--- src/rtl/ps2_pkg.sv ---
// Shared PS/2 definitions: host transmitter states, frame size and common
// keyboard command bytes.
package ps2_pkg;

    typedef enum logic [2:0] {
        IDLE,
        INHIBIT,
        SHIFT,
        ACK,
        WAIT_IDLE
    } ps2_state_t;

    localparam int PS2_FRAME_BITS = 10;

    localparam logic [7:0] PS2_CMD_RESET    = 8'hFF;
    localparam logic [7:0] PS2_CMD_SET_LEDS = 8'hED;
    localparam logic [7:0] PS2_CMD_ENABLE   = 8'hF4;

endpackage

--- src/rtl/ps2_sync_edge.sv ---
// Two-flop synchroniser for a raw PS/2 pin plus a falling-edge detector on the
// synchronised level; shared with the keyboard receiver.
module ps2_sync_edge (
    input  logic sys_clk,
    input  logic rst_n,
    input  logic raw,
    output logic level,
    output logic fall
);

    logic meta_p0;
    logic sync_p1;
    logic prev_p2;

    // Reset to the idle-high bus level so leaving reset never fakes an edge.
    always_ff @(posedge sys_clk) begin
        if (!rst_n) begin
            meta_p0 <= 1'b1;
            sync_p1 <= 1'b1;
            prev_p2 <= 1'b1;
        end else begin
            meta_p0 <= raw;
            sync_p1 <= meta_p0;
            prev_p2 <= sync_p1;
        end
    end

    assign level = sync_p1;
    assign fall  = prev_p2 & ~sync_p1;

endmodule

--- src/rtl/ps2_host_tx.sv ---
// Host-to-device PS/2 transmitter: inhibits the bus, issues request-to-send,
// shifts a command byte out on device clock edges and checks the device ACK.
module ps2_host_tx
    import ps2_pkg::*;
#(
    parameter int INHIBIT_CYCLES = 5000,
    parameter int TIMEOUT_CYCLES = 750000
) (
    input  logic       sys_clk,
    input  logic       rst_n,
    input  logic       tx_valid,
    input  logic [7:0] tx_data,
    output logic       tx_ready,
    output logic       busy,
    output logic       done,
    output logic       error,
    input  logic       ps2_clk_in,
    input  logic       ps2_dat_in,
    output logic       ps2_clk_oe,
    output logic       ps2_dat_oe
);

    localparam int CNT_MAX = (INHIBIT_CYCLES > TIMEOUT_CYCLES) ? INHIBIT_CYCLES : TIMEOUT_CYCLES;
    localparam int CNT_W   = $clog2(CNT_MAX + 1);

    localparam logic [CNT_W-1:0] INHIBIT_LAST = CNT_W'(INHIBIT_CYCLES - 1);
    localparam logic [CNT_W-1:0] TIMEOUT_LAST = CNT_W'(TIMEOUT_CYCLES - 1);
    localparam logic [3:0]       LAST_IDX     = 4'(PS2_FRAME_BITS - 1);

    function automatic logic odd_parity(input logic [7:0] d);
        return ~^d;
    endfunction

    ps2_state_t                state;
    logic [CNT_W-1:0]          cnt;
    logic [3:0]                idx;
    logic [PS2_FRAME_BITS-1:0] frame;

    logic clk_level;
    logic clk_fall;
    logic dat_level;
    logic unused_dat_fall;

    logic accept;

    ps2_sync_edge u_clk_sync (
        .sys_clk (sys_clk),
        .rst_n   (rst_n),
        .raw     (ps2_clk_in),
        .level   (clk_level),
        .fall    (clk_fall)
    );

    ps2_sync_edge u_dat_sync (
        .sys_clk (sys_clk),
        .rst_n   (rst_n),
        .raw     (ps2_dat_in),
        .level   (dat_level),
        .fall    (unused_dat_fall)
    );

    assign accept = (state == IDLE) && tx_ready && tx_valid;
    assign busy   = ~tx_ready;

    // Frame is pure data: captured on acceptance, so tx_data may change afterwards.
    always_ff @(posedge sys_clk) begin
        if (accept) begin
            frame <= {1'b1, odd_parity(tx_data), tx_data};
        end
    end

    always_ff @(posedge sys_clk) begin
        if (!rst_n) begin
            state      <= IDLE;
            cnt        <= '0;
            idx        <= '0;
            tx_ready   <= 1'b1;
            done       <= 1'b0;
            error      <= 1'b0;
            ps2_clk_oe <= 1'b0;
            ps2_dat_oe <= 1'b0;
        end else begin
            done  <= 1'b0;
            error <= 1'b0;
            case (state)
                IDLE: begin
                    // tx_ready is low during the done/error cycle, so nothing
                    // is accepted until the cycle after the pulse.
                    if (accept) begin
                        tx_ready   <= 1'b0;
                        ps2_clk_oe <= 1'b1;
                        cnt        <= '0;
                        state      <= INHIBIT;
                    end else begin
                        tx_ready <= 1'b1;
                    end
                end
                INHIBIT: begin
                    if (cnt == INHIBIT_LAST) begin
                        ps2_clk_oe <= 1'b0;
                        ps2_dat_oe <= 1'b1;
                        idx        <= '0;
                        cnt        <= '0;
                        state      <= SHIFT;
                    end else begin
                        cnt <= cnt + 1'b1;
                    end
                end
                SHIFT: begin
                    if (clk_fall) begin
                        ps2_dat_oe <= ~frame[idx];
                        idx        <= idx + 4'd1;
                        cnt        <= '0;
                        if (idx == LAST_IDX) begin
                            state <= ACK;
                        end
                    end else if (cnt == TIMEOUT_LAST) begin
                        ps2_clk_oe <= 1'b0;
                        ps2_dat_oe <= 1'b0;
                        error      <= 1'b1;
                        state      <= IDLE;
                    end else begin
                        cnt <= cnt + 1'b1;
                    end
                end
                ACK: begin
                    if (clk_fall) begin
                        cnt <= '0;
                        if (!dat_level) begin
                            state <= WAIT_IDLE;
                        end else begin
                            ps2_clk_oe <= 1'b0;
                            ps2_dat_oe <= 1'b0;
                            error      <= 1'b1;
                            state      <= IDLE;
                        end
                    end else if (cnt == TIMEOUT_LAST) begin
                        ps2_clk_oe <= 1'b0;
                        ps2_dat_oe <= 1'b0;
                        error      <= 1'b1;
                        state      <= IDLE;
                    end else begin
                        cnt <= cnt + 1'b1;
                    end
                end
                WAIT_IDLE: begin
                    if (clk_level && dat_level) begin
                        done  <= 1'b1;
                        state <= IDLE;
                    end else if (clk_fall) begin
                        cnt <= '0;
                    end else if (cnt == TIMEOUT_LAST) begin
                        ps2_clk_oe <= 1'b0;
                        ps2_dat_oe <= 1'b0;
                        error      <= 1'b1;
                        state      <= IDLE;
                    end else begin
                        cnt <= cnt + 1'b1;
                    end
                end
                default: begin
                    state <= IDLE;
                end
            endcase
        end
    end

endmodule

--- config.mk ---
export PLATFORM = sky130hd
export DESIGN_NAME = ps2_host_tx
export DESIGN_NICKNAME = d
export VERILOG_FILES = /design/src/rtl/ps2_pkg.sv /design/src/rtl/ps2_sync_edge.sv /design/src/rtl/ps2_host_tx.sv
export SDC_FILE = /design/constraint.sdc
export NUM_CORES = 1
export LEC_CHECK = 0
export ABC_AREA = 1
export ABC_CLOCK_PERIOD_IN_PS = 2000
export CAP_MARGIN = 20
export CORE_UTILIZATION = 55
export DETAILED_ROUTE_END_ITERATION = 12
export PLACE_DENSITY_LB_ADDON = 0.2
export SKIP_CTS_REPAIR_TIMING = 1
export SYNTH_ARGS = -nofsm -noshare
export SYNTH_HDL_FRONTEND = slang
export SYNTH_SLANG_ARGS = --single-unit
export TNS_END_PERCENT = 30
--- constraint.sdc ---
create_clock -name sys_clk -period 2 [get_ports sys_clk]
set_clock_uncertainty 0.15 [all_clocks]
set_input_delay 0.4 -clock sys_clk [delete_from_list [all_inputs] [get_ports sys_clk]]
set_output_delay 0.4 -clock sys_clk [all_outputs]
set_load 0.01 [all_outputs]
-- Yosys cells after proc, flatten, opt, wreduce, memory -nomap -nowiden
Cells that the tools add are included.
- input bits: 13
- output and inout bits: 6
- register bits after elaboration: 46
- reductions and logical operators: 16
- multiplexer cells: 44
- add/subtract/negate cells: 2
- bitwise operators: 4
- magnitude comparators: 1
- equal/unequal tests: 15
- operators with widths (operator ; number):
    $mux W20 ; 5
    $pmux W20 S4 ; 1
    $mux W3 ; 9
    $mux W1 ; 21
    $add A20 B1 Y20 const B ; 1
    $eq A20 B13 Y1 const B ; 1
    $eq A20 B20 Y1 const B ; 1
    $pmux W3 S5 ; 1
    $ne A2 B2 Y1 const B ; 5
    $reduce_and A5 Y1 ; 2
    $mux W4 ; 2
    $pmux W4 S2 ; 1
    $reduce_bool A4 Y1 ; 2
    $reduce_xnor A8 Y1 ; 1
    $eq A3 B2 Y1 const B ; 2
    $ne A3 B3 Y1 const B ; 2
    $reduce_and A3 Y1 ; 2
    $lt A4 B5 Y1 const B ; 1
    $pmux W1 S5 ; 1
    $reduce_bool A5 Y1 ; 1
    $add A4 B1 Y4 const B ; 1
    $bmux W1 S4 ; 1
    $eq A4 B4 Y1 const B ; 1
    $pmux W1 S4 ; 1
    12 further kinds ; 16

-- Logic depth before layout (Yosys ltp)
Gate-level depths: netlist (run 1).
- word-level depth: 5
- depth in mapped cells: 13
- mapped depth without buffers: 12

-- Hierarchy
A second synthesis (run 1) with hierarchy kept.
- cells, all modules: 443
- area, all modules: 2875.3 um2
- modules (own cells, without submodules) (module ; instances ; cells an instance ; sequential area each (um2) ; area an instance (um2)):
    ps2_host_tx ; 1 ; 421 ; 910.9 ; 2695.1
    ps2_sync_edge ; 2 ; 11 ; 60.1 ; 90.1

-- Worst setup path before layout (run 1)
No wires, ideal clock.
- kind: flip-flop to flip-flop
- from: reg state[1]
- to: reg frame[0] (enable)
- stages on the path, launching flop included: 4
- period minus slack after synthesis: 1.823 ns
- path buffers: 0
- setup time: 0.387 ns
- setup slack: 0.177 ns
- required time: 1.463 ns
- arrival: 1.286 ns
- path through: dfxtp_1 -> nor2_2 -> nand2_1 -> nor3_1
- word-level cells in the longest chain between the ends: 3
- ends and longest elaborated chain (what ; RTL line ; text):
    from (decl) ; ps2_host_tx.sv:34 ; ps2_state_t state;
    from (signal assigned) ; ps2_host_tx.sv:74 ; state <= IDLE;
    from (signal assigned) ; ps2_host_tx.sv:93 ; state <= INHIBIT;
    from (signal assigned) ; ps2_host_tx.sv:104 ; state <= SHIFT;
    $logic_not A3 Y1 ; ps2_host_tx.sv:62 ; assign accept = (state == IDLE) && tx_ready && tx_valid;
    $logic_and A1 B1 Y1 (2 in a row) ; ps2_host_tx.sv:62 ;
    named net accept ; ps2_host_tx.sv:44 ; logic accept;
    to (signal assigned) ; ps2_host_tx.sv:68 ; frame <= {1'b1, odd_parity(tx_data), tx_data};
    to (decl) ; ps2_host_tx.sv:37 ; logic [PS2_FRAME_BITS-1:0] frame;
The timed path passes the listed nets, and every way through them passes these cells.
A chain may end at the register's enable or synchronous reset.

-- Worst setup path after layout (run 1)
- from: reg cnt[0]
- to: reg idx[1]
- word-level cells in the longest chain between the ends: 3
- ends and longest elaborated chain (what ; RTL line ; text):
    from (decl) ; ps2_host_tx.sv:35 ; logic [CNT_W-1:0] cnt;
    from (signal assigned) ; ps2_host_tx.sv:106 ; cnt <= cnt + 1'b1;
    from (signal assigned) ; ps2_host_tx.sv:123 ; cnt <= cnt + 1'b1;
    from (signal assigned) ; ps2_host_tx.sv:143 ; cnt <= cnt + 1'b1;
    $eq A20 B13 Y1 ; ps2_host_tx.sv:99 ; if (cnt == INHIBIT_LAST) begin
    $ne A2 B2 Y1 (no line) ; -- ;
    $reduce_and A3 Y1 (no line) ; -- ;
    to (signal assigned) ; ps2_host_tx.sv:112 ; idx <= idx + 4'd1;
    to (decl) ; ps2_host_tx.sv:36 ; logic [3:0] idx;
Every way passes these cells.

==> results of run 1 <==
registers in the layout (all words and copies together) (netlist names):
signal              flops
done                    1
error                   1
tx_ready                1
u_clk_sync.prev_p2      1
u_dat_sync.meta_p0      1
u_clk_sync.meta_p0      1
ps2_clk_oe              1
ps2_dat_oe              1
u_dat_sync.level        1
idx                     4
u_clk_sync.level        1
cnt                    20
state                   3
frame                   9
stage by stage:
stage / TNS, ns / hold WS (ns) / util / total power, mW / setup slack, ns
3_5_place_dp: -0.03826 / 0.2507 / 0.6612 / 1.957 / -0.01712
6_report: 0 / 0.2700 / 0.7009 / 2.687 / 0.09424
2_1_floorplan: 0 / 0.2425 / - / 1.613 / 0.1773
5_1_grt: -0.1194 / 0.2857 / 0.7009 / 2.862 / -0.04798
4_1_cts: 0 / 0.2727 / 0.6842 / 2.632 / 0.004149
3_3_place_gp: 0 / 0.2437 / 0.6612 / 1.931 / 0.003763
layer usage:
metal / wire, um / part of all wire / track usage / vias to the layer above
li1: - / - / - / 1409
met1: 2809 / 0.43 / 0.3319 / 1249
met2: 3240 / 0.50 / 0.4958 / 87
met3: 317 / 0.049 / 0.03472 / 11
met4: 114 / 0.018 / 0.1002 / 0
met5: 0 / 0 / 0 / -
power breakdown:
part	switching [mW]	internal (mW)
clock network	0.308	0.368
registers	0.0835	1.04
logic	0.483	0.401
worst reg2reg max path: cells and delay by family (launching register included):
family | cells | cell delay [ns]
AO/OA/AOI/OAI | 1 | 0.21
adder cells (fa/ha/maj) | 1 | 0.18
buffers and inverters | 3 | 0.36
flip-flops | 1 | 0.37
AND/OR/NAND/NOR | 6 | 0.56
layout make-up:
class / count / area (um2) / area share
multi-input cells: 308 / 1486 / 0.4490
flip-flops and latches: 46 / 1017 / 0.3073
repair buffers: 43 / 392.9 / 0.1187
inverters: 56 / 214.0 / 0.06463
well taps: 67 / 83.83 / 0.02532
clock buffers: 5 / 68.82 / 0.02079
clock inverters: 3 / 40.04 / 0.01209
repair inverters: 1 / 7.507 / 0.002268
worst min-delay path by stage:
stage                                   from               end  slack [ns]  depth (start not counted)
after floorplan           u_clk_sync.meta_p0  u_clk_sync.level        0.24                          1
after global placement    u_clk_sync.meta_p0  u_clk_sync.level        0.24                          1
after detailed placement  u_clk_sync.meta_p0  u_clk_sync.level        0.25                          1
after CTS                 u_clk_sync.meta_p0  u_clk_sync.level        0.27                          1
after global routing      u_clk_sync.meta_p0  u_clk_sync.level        0.29                          1
final                     u_clk_sync.meta_p0  u_clk_sync.level        0.27                          1
kinds of logic after synthesis:
kind of cell    synth area share
flops                     0.3746
fa+ha+maj                0.01391
simple gates              0.4191
xor+xnor                 0.03245
compound gates           0.06815
buf+inv                  0.09179
cells in the final DEF, fill, tap and decap left out, types with 2 or more instances in the layout:
cell             netlist  final
buf_12                 0      2
a211oi_1               2      2
nand3_1               40     39
o21ai_1                1      2
nor2_1                67     65
nand3_2                2      2
nor2_2                 4      6
nor3_1                13     13
nand3b_1               2      2
nor2_4                 2      2
xnor2_1                5      5
edfxtp_1               9      9
nand4_1                3      3
ha_1                   3      2
xor2_1                 5      5
nand2_1              117    115
inv_1                 54     52
nand2_2                4      5
clkbuf_8               0      5
clkinvlp_4             0      2
a21oi_1               18     18
inv_2                  2      3
o21ai_0               10      9
dfxtp_2                0      5
or2_2                  4      4
clkdlybuf4s50_1        0     18
clkinv_2               0      2
buf_4                  2     23
dfxtp_1               37     32
==> impl_metrics.py, run 1 <==
metrics = {
    "outcome": {
        "outcome": "completed",
    },
    "global_route": {
        "grt_start_max_net_pins": 15,
        "total_congestion_overflow_after_global_routing": 0,
        "grt_first_pass_wirelength_um": 11120,
        "grt_util_all_layers": 0.2735,
        "number_of_global_route_vias_before_repair": 2576,
        "antenna_found_initial": 0,
    },
    "cts": {
        "tritoncts": "done",
        "htreeDepth": 2,
        "clk_transition_reported_paths_ns": 0.09,
        "clock_latency_ns": 0.30,
        "cts.sink_count": 46,
        "cts.path.max_buffers": 2,
        "clockRootBuffer": "clkbuf_8",
        "cts-buffers-inserted": 5,
    },
    "synthesis": {
        "yosys_register_bits": 46,
        "synth_ff_type": "dfxtp_1",
        "post_synth_inst_count": 416,
        "synth_enable_flop_cells": 9,
        "post-synth-top-area-fraction": 0.2745,
        "synth.area.top_cells": "dfxtp_1, nand2_1, edfxtp_1",
        "post-synth-top-area-cell": "dfxtp_1",
        "synthesis.yosys.warnings": 0,
        "cell_area_after_synthesis_um2": 2699,
        "synth_async_sr_flop_share": 0,
        "synth_cell_types": 31,
        "commonest_cells_post_synth": "nand2_1, nor2_1, inv_1, nand3_1, dfxtp_1",
        "yosys.cell_count.top_type": "nand2_1",
        "syn_area_per_cell_um2": 6.488,
        "ys_seq_area_frac": 0.3746,
        "syn_nets": 432,
    },
    "hold_path": {
        "worstHoldPathType": "flip-flop to flip-flop",
    },
    "sta": {
        "grt_setup_unrepaired": "true",
        "setup_viol_count_final": 0,
        "finalCriticalPeriod_ns": 1.906,
        "worst-slew-pin-transition_ns": 0.3903,
        "final_hold_viols": 0,
        "slew-limit-headroom": 0.7394,
        "layout_worst_path_cycle_share": 0.9529,
        "timing.final.max_slew_violations": 0,
        "max_freq_mhz": 524.7,
    },
    "cells_and_area": {
        "n_antenna_cell": 0,
        "instances_no_fill": 529,
        "nNetsFinal": 477,
        "area_growth_syn_to_layout_pct": 22.67,
        "fin_area_um2": 3311,
        "final_layout_size_suffix_gt1_frac": 0.1450,
        "n_fill_cell": 401,
    },
    "die": {
        "rows": 25,
        "floorplan.initialDensity": 0.5714,
        "die-width_um": 72.05,
        "die_area_um2": 5191,
        "io-pin-count": 19,
        "core-area_um2": 4723,
        "die_height_um": 72.05,
    },
    "setup_path": {
        "delay_heaviest_family_cp": "simple AND/OR/NAND/NOR gates",
        "worstPathArrival_ns": 1.97,
        "reg2reg_setup_slack_ns": 0.09,
        "cp_max_fo": 6,
        "critical_path.endpoint_type": "flip-flop",
        "worstPathRequired_ns": 2.06,
        "critical_path_buf_inv_count": 3,
        "critical_path.slowest_cell": "dfxtp_2",
        "worst-setup-path-type": "flip-flop to flip-flop",
        "worstSetupEndpoint": "idx[1]",
        "timing.critical_path.from_type": "flip-flop",
        "crit_start": "cnt[0]",
        "timing.reg2reg.worst_path_depth": 11,
        "cp_slowest_stage_delay_ns": 0.37,
        "worst_r2r_startpoint": "cnt[0]",
        "most_used_cell_cp": "nand2_1",
        "cell_by_cell_trace_of_the_critical_path": "ha_4, nand2_1, inv_2, nand2_1, nor2_1, nand3_1, nand2_2, buf_4, nand2_1, buf_4, a211oi_1",
        "crit-reg2reg-capture": "idx[1]",
        "worstSetupPathDepth": 11,
    },
    "route": {
        "drc_errors": 0,
        "post_drt_wl_per_cell_um": 12.25,
        "drt_pass1_iterations": 5,
        "drt_wl_total_um": 6482,
        "drt_iter0_drc": 330,
        "vias_per_cell": 5.210,
        "route.vias.total": 2756,
        "route.antenna.remaining_nets": 0,
    },
    "job": {
        "drv_cap": 0,
    },
    "power_and_ir_drop": {
        "p_leak_nw": 1.417,
        "p_per_area_nw_per_um2": 811.5,
        "vdd_ir_drop_max_uv": 559.0,
    },
    "placement": {
        "place_hpwl_um": 4935,
        "placement.cell_area_um2": 3123,
        "cell_count_post_placement": 518,
        "placement.io_buffers": 18,
        "place.gp.congestion": 0.9451,
    },
}
Power figures use the tool's default switching activity.
==> run 2: changes to the inputs <==
- HOLD_SLACK_MARGIN: unset -> 0.02
- MAX_ROUTING_LAYER: unset -> met4
==> run 2 against run 1 <==
Utilization unchanged; combinational power about the same; final cell count unchanged; sequential share of layout area unchanged; first-iteration DRC count down 3.3%; clock power up 0.9%; critical path depth unchanged; clock-buffer cell count unchanged; power up 0.20%; routed wire length down 0.71%; largest power group unchanged; highest routed layer unchanged.
==> impl_metrics.py, run 2 (same netlist as run 1, synthesis figures left out) <==
metrics = {
    "cts": {
        "cts.sink_count": 46,
        "cts-buffers-inserted": 5,
        "clk_transition_reported_paths_ns": 0.09,
        "clockRootBuffer": "clkbuf_8",
        "htreeDepth": 2,
        "tritoncts": "done",
        "clock_latency_ns": 0.30,
        "cts.path.max_buffers": 2,
    },
    "sta": {
        "layout_worst_path_cycle_share": 0.9492,
        "worst-slew-pin-transition_ns": 0.3904,
        "max_freq_mhz": 526.7,
        "timing.final.max_slew_violations": 0,
        "finalCriticalPeriod_ns": 1.898,
        "grt_setup_unrepaired": "true",
        "setup_viol_count_final": 0,
        "slew-limit-headroom": 0.7394,
        "final_hold_viols": 0,
    },
    "hold_path": {
        "worstHoldPathType": "flip-flop to flip-flop",
        "worstHoldStart": "u_clk_sync.meta_p0",
    },
    "cells_and_area": {
        "n_antenna_cell": 0,
        "mostFrequentLayoutCells": "nand2_1, nor2_1, inv_1, nand3_1, dfxtp_1",
        "nNetsFinal": 477,
        "multi_input_area_um2": 1486,
        "area_growth_syn_to_layout_pct": 22.67,
        "sequential_cell_area_um2": 1017,
        "largest_register": "cnt",
        "fin_util": 0.7009,
        "registers_with_the_most_flip_flops": "cnt: 20 flops, frame: 9 flops, idx: 4 flops",
        "largest_reg_flops": 20,
        "final_common_cell": "nand2_1",
        "final_layout_size_suffix_gt1_frac": 0.1450,
        "n_fill_cell": 401,
        "instances_no_fill": 529,
    },
    "route": {
        "post_drt_wl_per_cell_um": 12.17,
        "drt_iter0_drc": 319,
        "route.antenna.remaining_nets": 0,
        "route.vias.total": 2759,
        "drt_wl_total_um": 6436,
        "drt_pass1_iterations": 5,
        "drc_errors": 0,
        "vias_per_cell": 5.216,
    },
    "die": {
        "floorplan.initialDensity": 0.5714,
        "die_area_um2": 5191,
        "io-pin-count": 19,
        "die-width_um": 72.05,
        "core-area_um2": 4723,
        "rows": 25,
        "die_height_um": 72.05,
    },
    "setup_path": {
        "worstPathArrival_ns": 1.96,
        "critical_path_buf_inv_count": 3,
        "most_used_cell_cp": "nand2_1",
        "timing.critical_path.from_type": "flip-flop",
        "cell_by_cell_trace_of_the_critical_path": "ha_4, nand2_1, inv_2, nand2_1, nor2_1, nand3_1, nand2_2, buf_4, nand2_1, buf_4, a211oi_1",
        "worst_r2r_startpoint": "cnt[0]",
        "critical_path.slowest_cell": "dfxtp_2",
        "worstPathRequired_ns": 2.06,
        "critical_path.endpoint_type": "flip-flop",
        "worst-setup-path-type": "flip-flop to flip-flop",
        "crit_start": "cnt[0]",
        "cp_max_fo": 6,
        "cp_slowest_stage_delay_ns": 0.37,
        "delay_heaviest_family_cp": "simple AND/OR/NAND/NOR gates",
    },
    "power_and_ir_drop": {
        "p_leak_nw": 1.417,
        "p_per_area_nw_per_um2": 813.1,
        "vdd_ir_drop_max_uv": 558.7,
    },
    "placement": {
        "place.gp.congestion": 0.9622,
        "cell_count_post_placement": 518,
        "placement.io_buffers": 18,
        "place_hpwl_um": 4935,
    },
    "global_route": {
        "grt_start_max_net_pins": 15,
        "grt_first_pass_wirelength_um": 11130,
        "grt_util_all_layers": 0.2821,
        "antenna_found_initial": 0,
        "number_of_global_route_vias_before_repair": 2578,
        "total_congestion_overflow_after_global_routing": 0,
    },
    "job": {
        "drv_cap": 0,
    },
    "outcome": {
        "outcome": "completed",
    },
}
-- run 2: cell counts in the layout (fill, tap and decap cells not counted) --
Identical to the previous run, type by type.
-- run 2: routing by layer --
layer  wire [um]  vias up  track usage
met3         360       15      0.03472
met2        3182       95       0.4937
met1        2778     1242       0.3345
li1            -     1407            -
met4         115        0       0.1002
met5           0        -            -
-- run 2: layout make-up --
cell class,instances,share of cell area
Timing Repair inverter,1,0.002268
Inverter,56,0.06463
Sequential cell,46,0.3073
Clock inverter,3,0.01209
Timing Repair Buffer,43,0.1187
Tap cell,67,0.02532
Clock buffer,5,0.02079
Multi-Input combinational cell,308,0.4490
-- run 2: where the power goes --
part	switching (mW)	internal, mW	total [mW]	leakage [nW]
registers	0.0835	1.04	1.13	0.388
logic	0.482	0.401	0.883	0.971
clock network	0.314	0.368	0.682	0.0579
total	0.879	1.81	2.69	1.42
-- run 2: through the flow --
stage          cell area [um2]  power (mW)  hold WS [ns]  setup WS (ns)  setup TNS [ns]
4_1_cts                   3232       2.632        0.2727       0.004149               0
3_5_place_dp              3123       1.957        0.2507       -0.01712        -0.03826
2_1_floorplan             2699       1.613        0.2425         0.1773               0
6_report                  3311       2.692        0.2700         0.1015               0
3_3_place_gp              3123       1.931        0.2437       0.003763               0
5_1_grt                   3311       2.865        0.2857       -0.04798         -0.1082
-- run 2: worst paths after layout --
check	slack, ns	depth (start not counted)	endpoint
worst max-delay path	0.10	11	idx[1]
worst min-delay path	0.27	1	u_clk_sync.level
worst max register to register	0.10	11	idx[1]
worst min register to register	0.27	1	u_clk_sync.level
-- run 2: worst register-to-register path, delay by kind of cell, from the launching register on --
family                     cells  cell delay [ns]
adders and majority gates      1             0.18
and+or+nand+nor                6             0.57
DFF                            1             0.37
buffers and inverters          3             0.36
AOI/OAI and AO/OA              1             0.21
